===== src/rtl/pwl_act_pkg.sv =====
// Shared types and Q-format constants for the piecewise-linear tanh/sigmoid block.
// Constants are derived from FRAC, so 1.0 is 2^FRAC.
package pwl_act_pkg;

   typedef enum logic {
      MODE_TANH = 1'b0,
      MODE_SIGM = 1'b1
   } mode_e;

   typedef enum logic [1:0] {
      SEG_LIN  = 2'd0,
      SEG_HALF = 2'd1,
      SEG_QTR  = 2'd2,
      SEG_SAT  = 2'd3
   } seg_e;

   // Upper breakpoint of a region in |x|; SEG_SAT extends to the top of the range.
   function automatic int seg_bound(input int frac, input seg_e seg);
      case (seg)
         SEG_LIN:  return 1 << (frac - 1);
         SEG_HALF: return 1 << frac;
         default:  return 1 << (frac + 1);
      endcase
   endfunction

   function automatic int seg_offset(input int frac, input seg_e seg);
      case (seg)
         SEG_LIN:  return 0;
         SEG_HALF: return 1 << (frac - 2);
         SEG_QTR:  return 1 << (frac - 1);
         default:  return 1 << frac;
      endcase
   endfunction

   // Sigmoid slope is a quarter of the tanh slope: d/dx (t(x/2)+1)/2 = t'/4.
   function automatic int seg_slope(input int frac, input mode_e mode, input seg_e seg);
      int s;
      case (seg)
         SEG_LIN:  s = 1 << frac;
         SEG_HALF: s = 1 << (frac - 1);
         SEG_QTR:  s = 1 << (frac - 2);
         default:  s = 0;
      endcase
      if (mode == MODE_SIGM) s = s >>> 2;
      return s;
   endfunction

endpackage


===== src/rtl/pwl_seg_decode.sv =====
// Combinational magnitude and region classifier for the activation front end.
module pwl_seg_decode
   import pwl_act_pkg::*;
#(
   parameter int WIDTH = 24,
   parameter int FRAC  = 20
) (
   input  logic signed [WIDTH-1:0] operand,
   output seg_e                    seg
);

   localparam logic [WIDTH-1:0] BP_LIN  = WIDTH'(seg_bound(FRAC, SEG_LIN));
   localparam logic [WIDTH-1:0] BP_HALF = WIDTH'(seg_bound(FRAC, SEG_HALF));
   localparam logic [WIDTH-1:0] BP_QTR  = WIDTH'(seg_bound(FRAC, SEG_QTR));

   logic [WIDTH-1:0] mag;

   // Unsigned magnitude: the most negative operand maps to 2^(WIDTH-1), which
   // lands in SEG_SAT without a special case.
   always_comb begin
      mag = operand[WIDTH-1] ? $unsigned(-operand) : $unsigned(operand);
      if (mag < BP_LIN)
         seg = SEG_LIN;
      else if (mag < BP_HALF)
         seg = SEG_HALF;
      else if (mag < BP_QTR)
         seg = SEG_QTR;
      else
         seg = SEG_SAT;
   end

endmodule


===== src/rtl/pwl_activation.sv =====
// Three-stage piecewise-linear tanh/sigmoid with a saturation counter.
// Define PWL_ACT_DERIV_EN to add o_deriv, the segment slope aligned with o_data.
module pwl_activation
   import pwl_act_pkg::*;
#(
   parameter int WIDTH = 24,
   parameter int FRAC  = 20,
   parameter int CNT_W = 16
) (
   input  logic                    clk,
   input  logic                    rst_n,
   input  logic signed [WIDTH-1:0] i_data,
   input  logic                    i_mode,
   input  logic                    i_valid,
   output logic                    i_ready,
   output logic                    o_valid,
   input  logic                    o_ready,
   output logic signed [WIDTH-1:0] o_data,
`ifdef PWL_ACT_DERIV_EN
   output logic signed [WIDTH-1:0] o_deriv,
`endif
   input  logic                    i_clr,
   output logic [CNT_W-1:0]        o_sat_cnt
);

   localparam logic signed [WIDTH-1:0] ONE      = WIDTH'(seg_offset(FRAC, SEG_SAT));
   localparam logic signed [WIDTH-1:0] OFF_HALF = WIDTH'(seg_offset(FRAC, SEG_HALF));
   localparam logic signed [WIDTH-1:0] OFF_QTR  = WIDTH'(seg_offset(FRAC, SEG_QTR));

   logic                    en;
   mode_e                   in_mode, s1_mode, s2_mode;
   seg_e                    in_seg, s1_seg;
   logic signed [WIDTH-1:0] operand, s1_x;
   logic signed [WIDTH-1:0] term, offset, s2_term, s2_off;
   logic signed [WIDTH-1:0] sum, result;
   logic                    s1_valid, s2_valid, s2_sat, s3_sat;
`ifdef PWL_ACT_DERIV_EN
   logic signed [WIDTH-1:0] s2_deriv;
`endif

   assign en      = ~o_valid | o_ready;
   assign i_ready = en;
   assign in_mode = mode_e'(i_mode);
   // Sigmoid reuses the tanh curve on x/2.
   assign operand = (in_mode == MODE_SIGM) ? (i_data >>> 1) : i_data;

   pwl_seg_decode #(.WIDTH(WIDTH), .FRAC(FRAC)) u_decode (
      .operand (operand),
      .seg     (in_seg)
   );

   always_comb begin
      term   = '0;
      offset = '0;
      case (s1_seg)
         SEG_LIN:  term = s1_x;
         SEG_HALF: begin term = s1_x >>> 1; offset = OFF_HALF; end
         SEG_QTR:  begin term = s1_x >>> 2; offset = OFF_QTR;  end
         default:  offset = ONE;
      endcase
      if (s1_x[WIDTH-1]) offset = -offset;
   end

   assign sum    = s2_term + s2_off;
   assign result = (s2_mode == MODE_SIGM) ? ((sum + ONE) >>> 1) : sum;

   always_ff @(posedge clk or negedge rst_n) begin
      if (!rst_n) begin
         s1_valid <= 1'b0;
         s1_x     <= '0;
         s1_mode  <= MODE_TANH;
         s1_seg   <= SEG_LIN;
         s2_valid <= 1'b0;
         s2_term  <= '0;
         s2_off   <= '0;
         s2_mode  <= MODE_TANH;
         s2_sat   <= 1'b0;
         o_valid  <= 1'b0;
         o_data   <= '0;
         s3_sat   <= 1'b0;
`ifdef PWL_ACT_DERIV_EN
         s2_deriv <= '0;
         o_deriv  <= '0;
`endif
      end else if (en) begin
         s1_valid <= i_valid;
         s1_x     <= operand;
         s1_mode  <= in_mode;
         s1_seg   <= in_seg;
         s2_valid <= s1_valid;
         s2_term  <= term;
         s2_off   <= offset;
         s2_mode  <= s1_mode;
         s2_sat   <= (s1_seg == SEG_SAT);
         o_valid  <= s2_valid;
         o_data   <= result;
         s3_sat   <= s2_sat;
`ifdef PWL_ACT_DERIV_EN
         s2_deriv <= WIDTH'(seg_slope(FRAC, s1_mode, s1_seg));
         o_deriv  <= s2_deriv;
`endif
      end
   end

   always_ff @(posedge clk or negedge rst_n) begin
      if (!rst_n)
         o_sat_cnt <= '0;
      else if (i_clr)
         o_sat_cnt <= '0;
      else if (o_valid && o_ready && s3_sat && !(&o_sat_cnt))
         o_sat_cnt <= o_sat_cnt + 1'b1;
   end

endmodule


===== config.mk =====
export PLATFORM = sky130hd
export DESIGN_NAME = pwl_activation
export DESIGN_NICKNAME = d
export VERILOG_FILES = /design/src/rtl/pwl_act_pkg.sv /design/src/rtl/pwl_seg_decode.sv /design/src/rtl/pwl_activation.sv
export SDC_FILE = /design/constraint.sdc
export NUM_CORES = 1
export LEC_CHECK = 0
export ABC_AREA = 1
export BUFFER_PORTS_ARGS = -buffer_cell sky130_fd_sc_hd__buf_2
export CAP_MARGIN = 10
export CORE_MARGIN = 2
export CORE_UTILIZATION = 45
export DETAILED_ROUTE_END_ITERATION = 8
export GPL_TIMING_DRIVEN = 1
export PLACE_DENSITY = 0.68
export SYNTH_ARGS = -nofsm -noshare
export SYNTH_HDL_FRONTEND = slang
export SYNTH_HIERARCHICAL = 1
export SYNTH_SLANG_ARGS = --single-unit

===== constraint.sdc =====
create_clock -name clk -period 5.4 [get_ports clk]
set_clock_uncertainty 0.15 [all_clocks]
set_input_delay 0.54 -clock clk [delete_from_list [all_inputs] [get_ports clk]]
set_output_delay 0.54 -clock clk [all_outputs]
set_load 0.01 [all_outputs]

## Word-level counts from Yosys, hierarchy flattened

Cells that the tools add are included.

| storage, ports and cells | value |
|---|---|
| flip-flop bits (word level) | 121 |
| bits of input ports | 30 |
| output and inout bits | 42 |
| word-level logic and storage cells | 44 |

| operators by class | value |
|---|---|
| $add $sub $neg | 5 |
| order comparisons | 3 |
| equality and inequality tests | 3 |
| muxes and demuxes | 11 |
| bitwise logic cells | 2 |
| reduce and logical (&&, ||, !) cells | 7 |

Operators with widths:

| operator | number |
|---|---|
| 2-to-1 mux 24 bit | 3 |
| one-hot mux 24 bit (3 select lines) | 1 |
| one-hot mux 21 bit (3 select lines) | 1 |
| negator 24 bit | 2 |
| 2-to-1 mux 16 bit | 2 |
| adder 24 x 22 -> 24 bit, second input constant | 1 |
| adder 24 bit | 1 |
| less-than comparator 24 x 20 -> 1 bit, second input constant | 1 |
| less-than comparator 24 x 21 -> 1 bit, second input constant | 1 |
| less-than comparator 24 x 22 -> 1 bit, second input constant | 1 |
| 2-to-1 mux 23 bit | 1 |
| adder 16 x 1 -> 16 bit, second input constant | 1 |
| AND reduction 16 bit | 1 |
| equality test 2 bit, second input constant | 2 |
| 2-to-1 mux 2 bit | 2 |
| logical AND 1 bit | 3 |
| equality test 2 x 1 -> 1 bit, second input constant | 1 |
| zero test 2 bit | 1 |
| nonzero test 2 bit | 1 |
| zero test 1 bit | 1 |
| 2-to-1 mux 1 bit | 1 |
| inverter 1 bit | 1 |
| OR 1 bit | 1 |

## Logic depth before layout (Yosys ltp)

Gate-level depths: netlist of the first run.

| depth | value |
|---|---|
| word-level depth | 7 |
| gate-level depth with buffers | 15 |
| mapped depth without buffers | 13 |

## Modules after synthesis

The synthesis of the first run kept the hierarchy.

By module, submodules not included:

| module | times used | cells an instance | area each (um^2) | sequential area each (um^2) |
|---|---|---|---|---|
| pwl_activation | 1 | 665 | 5,291.3 | 2,527.4 |
| pwl_seg_decode | 1 | 80 | 365.4 | 0.0 |

## Least setup slack after synthesis of the first run

Ideal clock, no wire load.

| timing path | value |
|---|---|
| path kind | in2reg |
| from | input i_mode |
| to | register s1_seg[0] |
| library setup time | 0.132 ns |
| arrival time | 2.061 ns |
| required time | 5.118 ns |
| path slack | 3.057 ns |
| stages on the path | 15 |
| path buffers | 2 |
| cell sequence | clkbuf_1 > clkbuf_1 > nor2_1 > a21oi_1 > nor2_1 > nand2_1 > nor2_1 > nand3_1 > nand2_1 > nand2_1 > nand2_1 > nor2_2 > nand2_1 > nand2_1 > o21ai_0 |

| on the way | value |
|---|---|
| cells in the longest elaborated chain, start to end | 7 |
| elaborated cells between the ends (all ways) | 9 |
| those cells by class | add/sub: 1; order compare: 3; mux: 5 |

Ends and longest elaborated chain:

| what | RTL line | text |
|---|---|---|
| start, declared | pwl_activation.sv:13 | `input logic i_mode,` |
| 2-to-1 mux 23 bit * | pwl_activation.sv:45 | `assign operand = (in_mode == MODE_SIGM) ? (i_data >>> 1) : i_data;` |
| net operand[19] | pwl_activation.sv:33 | `logic signed [WIDTH-1:0] operand, s1_x;` |
| negator 24 bit | pwl_seg_decode.sv:21 | `mag = operand[WIDTH-1] ? $unsigned(-operand) : $unsigned(operand);` |
| 2-to-1 mux 24 bit * | pwl_seg_decode.sv:21 |  |
| less-than comparator 24 x 22 -> 1 bit | pwl_seg_decode.sv:26 | `else if (mag < BP_QTR)` |
| 2-to-1 mux 1 bit | pwl_seg_decode.sv:26 |  |
| 2-to-1 mux 2 bit | pwl_seg_decode.sv:24 | `else if (mag < BP_HALF)` |
| 2-to-1 mux 2 bit * | pwl_seg_decode.sv:22 | `if (mag < BP_LIN)` |
| net in_seg[0] | pwl_activation.sv:32 | `seg_e in_seg, s1_seg;` |
| end signal, assigned | pwl_activation.sv:89 | `s1_seg <= in_seg;` |
| end, declared | pwl_activation.sv:32 |  |

Mark *: on every way through the listed nets, which the timed path passes. The rest lies on a longest branch.
A chain may end at the register's enable or synchronous reset.

## Worst setup path after layout of the first run

| timing path | value |
|---|---|
| from | register o_valid |
| to | output i_ready |

| on the way | value |
|---|---|
| cells in the longest elaborated chain, start to end | 2 |

Ends and longest elaborated chain:

| what | RTL line | text |
|---|---|---|
| start, declared | pwl_activation.sv:16 | `output logic o_valid,` |
| start signal, assigned | pwl_activation.sv:95 | `o_valid <= s2_valid;` |
| inverter 1 bit | pwl_activation.sv:41 | `assign en = ~o_valid \| o_ready;` |
| OR 1 bit | pwl_activation.sv:41 |  |
| end, declared | pwl_activation.sv:15 | `output logic i_ready,` |

No other way between the ends.

==> results of run 1 <==
cell families after synthesis:
group	count (synthesis)	synth area share [%]
simple gates	366	27.3
compound gates	166	17.0
flops	101	44.7
buf+inv	88	6.17
fa+ha+maj	15	3.45
xor+xnor	8	1.24
mux	1	0.199
area by class of cell:
| cell class | instances | share of cell area, % |
|---|---|---|
| clock buffer | 11 | 3.64 |
| clock inverter | 4 | 0.784 |
| inverter | 51 | 3.08 |
| multi-input combinational | 556 | 43.7 |
| sequential | 101 | 39.6 |
| tap | 168 | 3.29 |
| timing repair buffer | 74 | 5.96 |
state kept, by name, indices dropped and copies added, names as in the netlist:
name,count
o_data,24
s1_x,24
s2_term,24
o_sat_cnt,16
s2_off,4
s1_seg,2
o_valid,1
s1_mode,1
s1_valid,1
s2_mode,1
s2_sat,1
s2_valid,1
s3_sat,1
final timing paths:
| check | end | cells past startpoint | slack [ps] | start |
|---|---|---|---|---|
| max | i_ready | 6 | 2580 | o_valid |
| min | o_data[22] | 1 | 110 | rst_n |
| max reg2reg | o_sat_cnt[4] | 9 | 2900 | o_sat_cnt[0] |
| min reg2reg | o_valid | 2 | 300 | s2_valid |
| max in group asynchronous | o_data[12] | 2 | 3960 | rst_n |
| min in group clk | s1_valid | 3 | 240 | i_valid |
worst max-delay path: stages (launching register included):
cell,delay [ps]
dfrtp_1,390
inv_1,100
nor2_4,30
buf_4,320
inv_2,100
buf_4,530
buf_2,250
stage by stage:
step / power, W / setup slack (ps) / cell area (um2) / utilization [%] / hold slack [ps]
finish: 0.00285 / 2580 / 6380 / 52.5 / 111
global route: 0.00310 / 2410 / 6380 / 52.5 / 173
CTS: 0.00288 / 2550 / 6380 / 52.5 / 129
detailed placement: 0.00225 / 2670 / 6100 / 50.2 / 292
global placement: 0.00222 / 2720 / 6100 / 50.2 / 283
floorplan: 0.00193 / 3060 / 5660 / - / 94.4
cells in the mapped netlist:
cell type | number | area share [%]
or2_2 | 1 | 0.11
nand3_1 | 30 | 2.7
nor3_4 | 2 | 0.58
xor2_1 | 4 | 0.62
o21ai_0 | 51 | 4.5
nand3_2 | 4 | 0.71
inv_2 | 2 | 0.13
ha_1 | 14 | 3.1
o21bai_1 | 1 | 0.13
buf_6 | 1 | 0.20
buf_2 | 2 | 0.18
nand3b_1 | 3 | 0.40
a22oi_1 | 1 | 0.13
nor3_1 | 5 | 0.44
xnor2_1 | 4 | 0.62
nand4_1 | 8 | 0.88
o22a_1 | 1 | 0.15
a221oi_1 | 2 | 0.31
a31o_2 | 1 | 0.15
nand2_4 | 1 | 0.20
clkbuf_1 | 27 | 1.8
o221a_2 | 1 | 0.20
fa_1 | 1 | 0.35
nor2_1 | 79 | 5.2
a22o_1 | 21 | 3.3
o31ai_1 | 6 | 0.80
buf_4 | 1 | 0.13
nand2_1 | 223 | 15
mux2_2 | 1 | 0.20
nor2_2 | 4 | 0.44
inv_6 | 1 | 0.15
dfrtp_1 | 101 | 45
o22ai_1 | 2 | 0.22
o21bai_2 | 1 | 0.20
nor2_4 | 2 | 0.40
nand2_2 | 4 | 0.44
inv_1 | 48 | 3.2
a21oi_1 | 78 | 6.9
buf_1 | 6 | 0.40
layer usage:
| metal | routed length, um | global-route usage [%] | part of all wire (%) | vias up |
|---|---|---|---|---|
| met5 | 0 | 0 | 0 | - |
| met4 | 182 | 6.67 | 1.5 | 0 |
| met3 | 470 | 3.11 | 3.8 | 15 |
| met2 | 5590 | 32.2 | 45 | 97 |
| met1 | 6220 | 26.4 | 50 | 2349 |
| li1 | - | - | - | 2556 |
report_power, final:
part	internal (W)	switching (W)	total (W)
sequential	0.000995	0.000198	0.00119
combinational	0.000397	0.000637	0.00103
clock	0.000356	0.000270	0.000626
total	0.00175	0.00110	0.00285
==> run_results.csv, run 1 <==
group,metric,value,unit
power,power-per-cell-area,447,nW/um2
layout,drive_above_1_share,14.2,%
floorplanning,num_io_pins,72,
floorplanning,placeableCoreArea,12200,um2
place,dp_hpwl,8.88,mm
layout,syn_to_final_growth,12.9,%
routing,drc_errors,0,
floorplanning,start_util,46.5,%
power,irDropWorstVdd,0.181,mV
synth,post_synth_inst_count,745,
timing,final_hold_viol_count,0,
cts,h-tree-depth,3,
timing,worst_pin_slew,839,ps
timing,final_min_period_over_clock_period,52.3,%
routing,drt_iter0_markers,397,
min_path,hp-class,"primary input to async pin",
cts,cts.clk_slew.worst_paths,60,ps
timing,timing.final.crit_period,2820,ps
synth,post_synth_num_cell_types,39,
routing,vias_per_cell,5.20,
place,numPortBuffers,71,
timing,slew_headroom,44.1,%
layout,final-instance-count-excl-fill,965,
timing,max_fclk,0.354,GHz
synth,synth_fp_nets,790,
cts,cts_made_buffers,9,
place,globalplace.congestion,0.897,
floorplanning,dieHeight,116,um
layout,multi_input_area,2790,um2
layout,num-fill-cells,1226,
worst_setup_path,worstPathArrival,2130,ps
grt,grt_remaining_overflow,0,
grt,grt_first_pass_wirelength,21.4,mm
timing,report.final.setup_viol,0,
flow_run,max_cap_violations,0,
cts,clk-insertion-delay-late,340,ps
grt,grtUsageTotal,19.5,%
place,numPlacedInstances,950,
timing,total_negative_slack_for_setup_checks,0,ps
timing,final_count_of_pins_violating_max_slew,0,
routing,drt_pass1_iterations,5,
layout,area.sequential,2530,um2
timing,grt_setup_unrepaired,"no",
worst_setup_path,worst_setup_path_end_kind,"output pin",
layout,fin_nets,838,
cts,postCtsSetupBuffers,0,
worst_setup_path,critPathKind,"flip-flop to output pin",
routing,wl_per_cell,12.9,um
grt,grt_max_degree,78,
power,static_leakage_power,3.15,nW
layout,layout.cells.most_common,"nand2_1",
synth,synthesis.area,5660,um2
cts,clk_root_buffer_cell,"clkbuf_16",
floorplanning,dieArea,13500,um2
synth,synth_seq_cells,101,
outcome,status,"finished clean",
worst_setup_path,critPathLaunchType,"flip-flop",
synth,mean_syn_cell_area,7.59,um2
grt,antenna_found_initial,0,
worst_setup_path,worst-endpoint-required,4710,ps
floorplanning,die_w,116,um
layout,mostFrequentLayoutCells,"nand2_1, dfrtp_1, a21oi_1, nor2_1, buf_2",
cts,cts_tree,"yes",
layout,antennaDiodeCount,0,
synth,synth_sequential_area_ratio,44.7,%
grt,grt_pass1_vias,4738,
routing,ant_nets,0,
worst_setup_path,worst-path-max-fanout,77,
cts,ctsResizeCount,0,
routing,routed-via-count,5017,
cts,clock-sinks,101,
cts,cts_buffer_depth,2,
cts,cts_hold_repair.buffers,0,
floorplanning,num_rows,40,
routing,postRouteWirelength,12.5,mm
synth,yosysWarningCount,6,
(Power assumes the default switching activity.)
==> inputs of run 2 (changes only) <==
clock period = 2.87 ns   (was 5.4 ns; I/O delays follow)
==> run 2 against run 1 <==
Clock-buffer cell count is 2 lower. Global-route usage is 0.59 points higher. Hold slack worse by 78 ps. Highest routed layer unchanged.
==> run_results.csv, run 2 (synthesis gave the netlist of run 1 again) <==
group,metric,value,unit
outcome,status,"finished clean",
layout,final-instance-count-excl-fill,974,
layout,final_design_area_no_fill,6470,um2
routing,postRouteWirelength,12.8,mm
layout,layout.cells.most_common,"nand2_1",
worst_setup_path,crit_chain,"ha_1 -> nand2_1 -> nor2_1 -> nand3_2 -> o21bai_2 -> nand2_1 -> inv_2 -> nand2_1 -> o21ai_0",
cts,cts.clk_slew.worst_paths,70,ps
cts,cts_tree,"yes",
timing,finalHoldWorstSlack,32.2,ps
layout,syn_to_final_growth,14.4,%
timing,slew_headroom,43.2,%
layout,num-fill-cells,1169,
worst_setup_path,critPathMostFrequentCell,"nand2_1",
routing,drt_pass1_iterations,5,
floorplanning,num_rows,40,
place,numPortBuffers,71,
cts,cts_hold_repair.buffers,2,
timing,max_fclk,0.453,GHz
cts,ctsResizeCount,0,
routing,drt_iter0_markers,334,
worst_setup_path,worst-path-buf-inv,1,
timing,total_negative_slack_for_setup_checks,0,ps
routing,vias_per_cell,5.18,
flow_run,max_cap_violations,0,
floorplanning,num_io_pins,72,
timing,grt_setup_unrepaired,"no",
place,dp_hpwl,9.20,mm
cts,clk_root_buffer_cell,"clkbuf_16",
layout,drive_above_1_share,15.1,%
grt,grt_pass1_vias,4665,
grt,grtUsageTotal,20.1,%
routing,drc_errors,0,
grt,grt_max_degree,76,
cts,clock-sinks,101,
timing,report.final.setup_viol,0,
place,globalplace.congestion,0.876,
worst_setup_path,worst_setup_path_end_kind,"flip-flop",
worst_setup_path,slowest_delay,440,ps
cts,cts_made_buffers,9,
cts,postCtsSetupBuffers,0,
floorplanning,dieHeight,116,um
layout,antennaDiodeCount,0,
timing,timing.final.crit_period,2210,ps
place,numPlacedInstances,956,
timing,final_min_period_over_clock_period,76.9,%
floorplanning,placeableCoreArea,12200,um2
worst_setup_path,critPathKind,"flip-flop to flip-flop",
place,placed_cell_area,6160,um2
layout,reg.largest.list,"o_data x24, s1_x x24, s2_term x24",
power,irDropWorstVdd,0.326,mV
worst_setup_path,cp_slowest_cell,"dfrtp_1",
worst_setup_path,worst_path_dominant_cell_family,"simple AND/OR/NAND/NOR gates",
routing,routed-via-count,5050,
cts,h-tree-depth,3,
worst_setup_path,worst-endpoint-required,2980,ps
grt,antenna_found_initial,0,
grt,grt_remaining_overflow,0,
grt,grt_first_pass_wirelength,22.1,mm
routing,ant_nets,0,
floorplanning,start_util,46.5,%
routing,wl_per_cell,13.1,um
timing,final_hold_viol_count,0,
floorplanning,die_w,116,um
timing,final_count_of_pins_violating_max_slew,0,
min_path,hp-class,"primary input to flip-flop",
floorplanning,dieArea,13500,um2
layout,mostFrequentLayoutCells,"nand2_1, dfrtp_1, a21oi_1, nor2_1, buf_2",
worst_setup_path,worst-path-max-fanout,9,
power,power-per-cell-area,839,nW/um2
cts,clk-insertion-delay-late,340,ps
timing,worst_pin_slew,851,ps
layout,fin_nets,846,
worst_setup_path,worstPathArrival,2320,ps
cts,cts_buffer_depth,2,
worst_setup_path,critPathLaunchType,"flip-flop",
power,static_leakage_power,3.21,nW
==> run 2: cell type report <==
class,instances,area (um2),area share (%)
multi-input combinational,556,2790,43.1
clock buffer,9,225,3.48
timing repair buffer,82,458,7.08
sequential,101,2530,39.1
clock inverter,7,66.3,1.02
tap,168,210,3.25
inverter,51,196,3.04
==> run 2: worst paths after layout <==
kind	startpoint	endpoint	slack, ps	cells past startpoint
min in group asynchronous	rst_n	s2_term[22]	330	2
worst min register to register	s2_valid	o_valid	300	2
worst min-delay path	i_clr	o_sat_cnt[12]	30	2
worst max-delay path	o_sat_cnt[0]	o_sat_cnt[13]	660	9
max in group asynchronous	rst_n	s2_term[18]	1540	3
worst max register to register	o_sat_cnt[0]	o_sat_cnt[13]	660	9
==> run 2: report_power, final <==
group          leakage (nW)  internal, W  switching [W]  total, W
Combinational          1.78     0.000775        0.00126   0.00203
Clock                 0.145     0.000671       0.000520   0.00119
Sequential             1.29      0.00187       0.000332   0.00220
Total                  3.21      0.00332        0.00211   0.00543
==> run 2: per-stage QoR <==
step	util, %	total power [W]	setup slack, ps
2_1_floorplan	-	0.00364	780
3_3_place_gp	50.6	0.00421	556
3_5_place_dp	50.6	0.00426	493
4_1_cts	53.2	0.00547	665
5_1_grt	53.2	0.00590	477
6_report	53.2	0.00543	664
==> run 2: per-layer routing <==
layer	global-route usage [%]	vias to the layer above	routed length, um
met4	5.63	0	157
met2	31.9	136	5700
met5	0	-	0
met3	3.53	12	655
met1	28.7	2341	6290
li1	-	2561	-
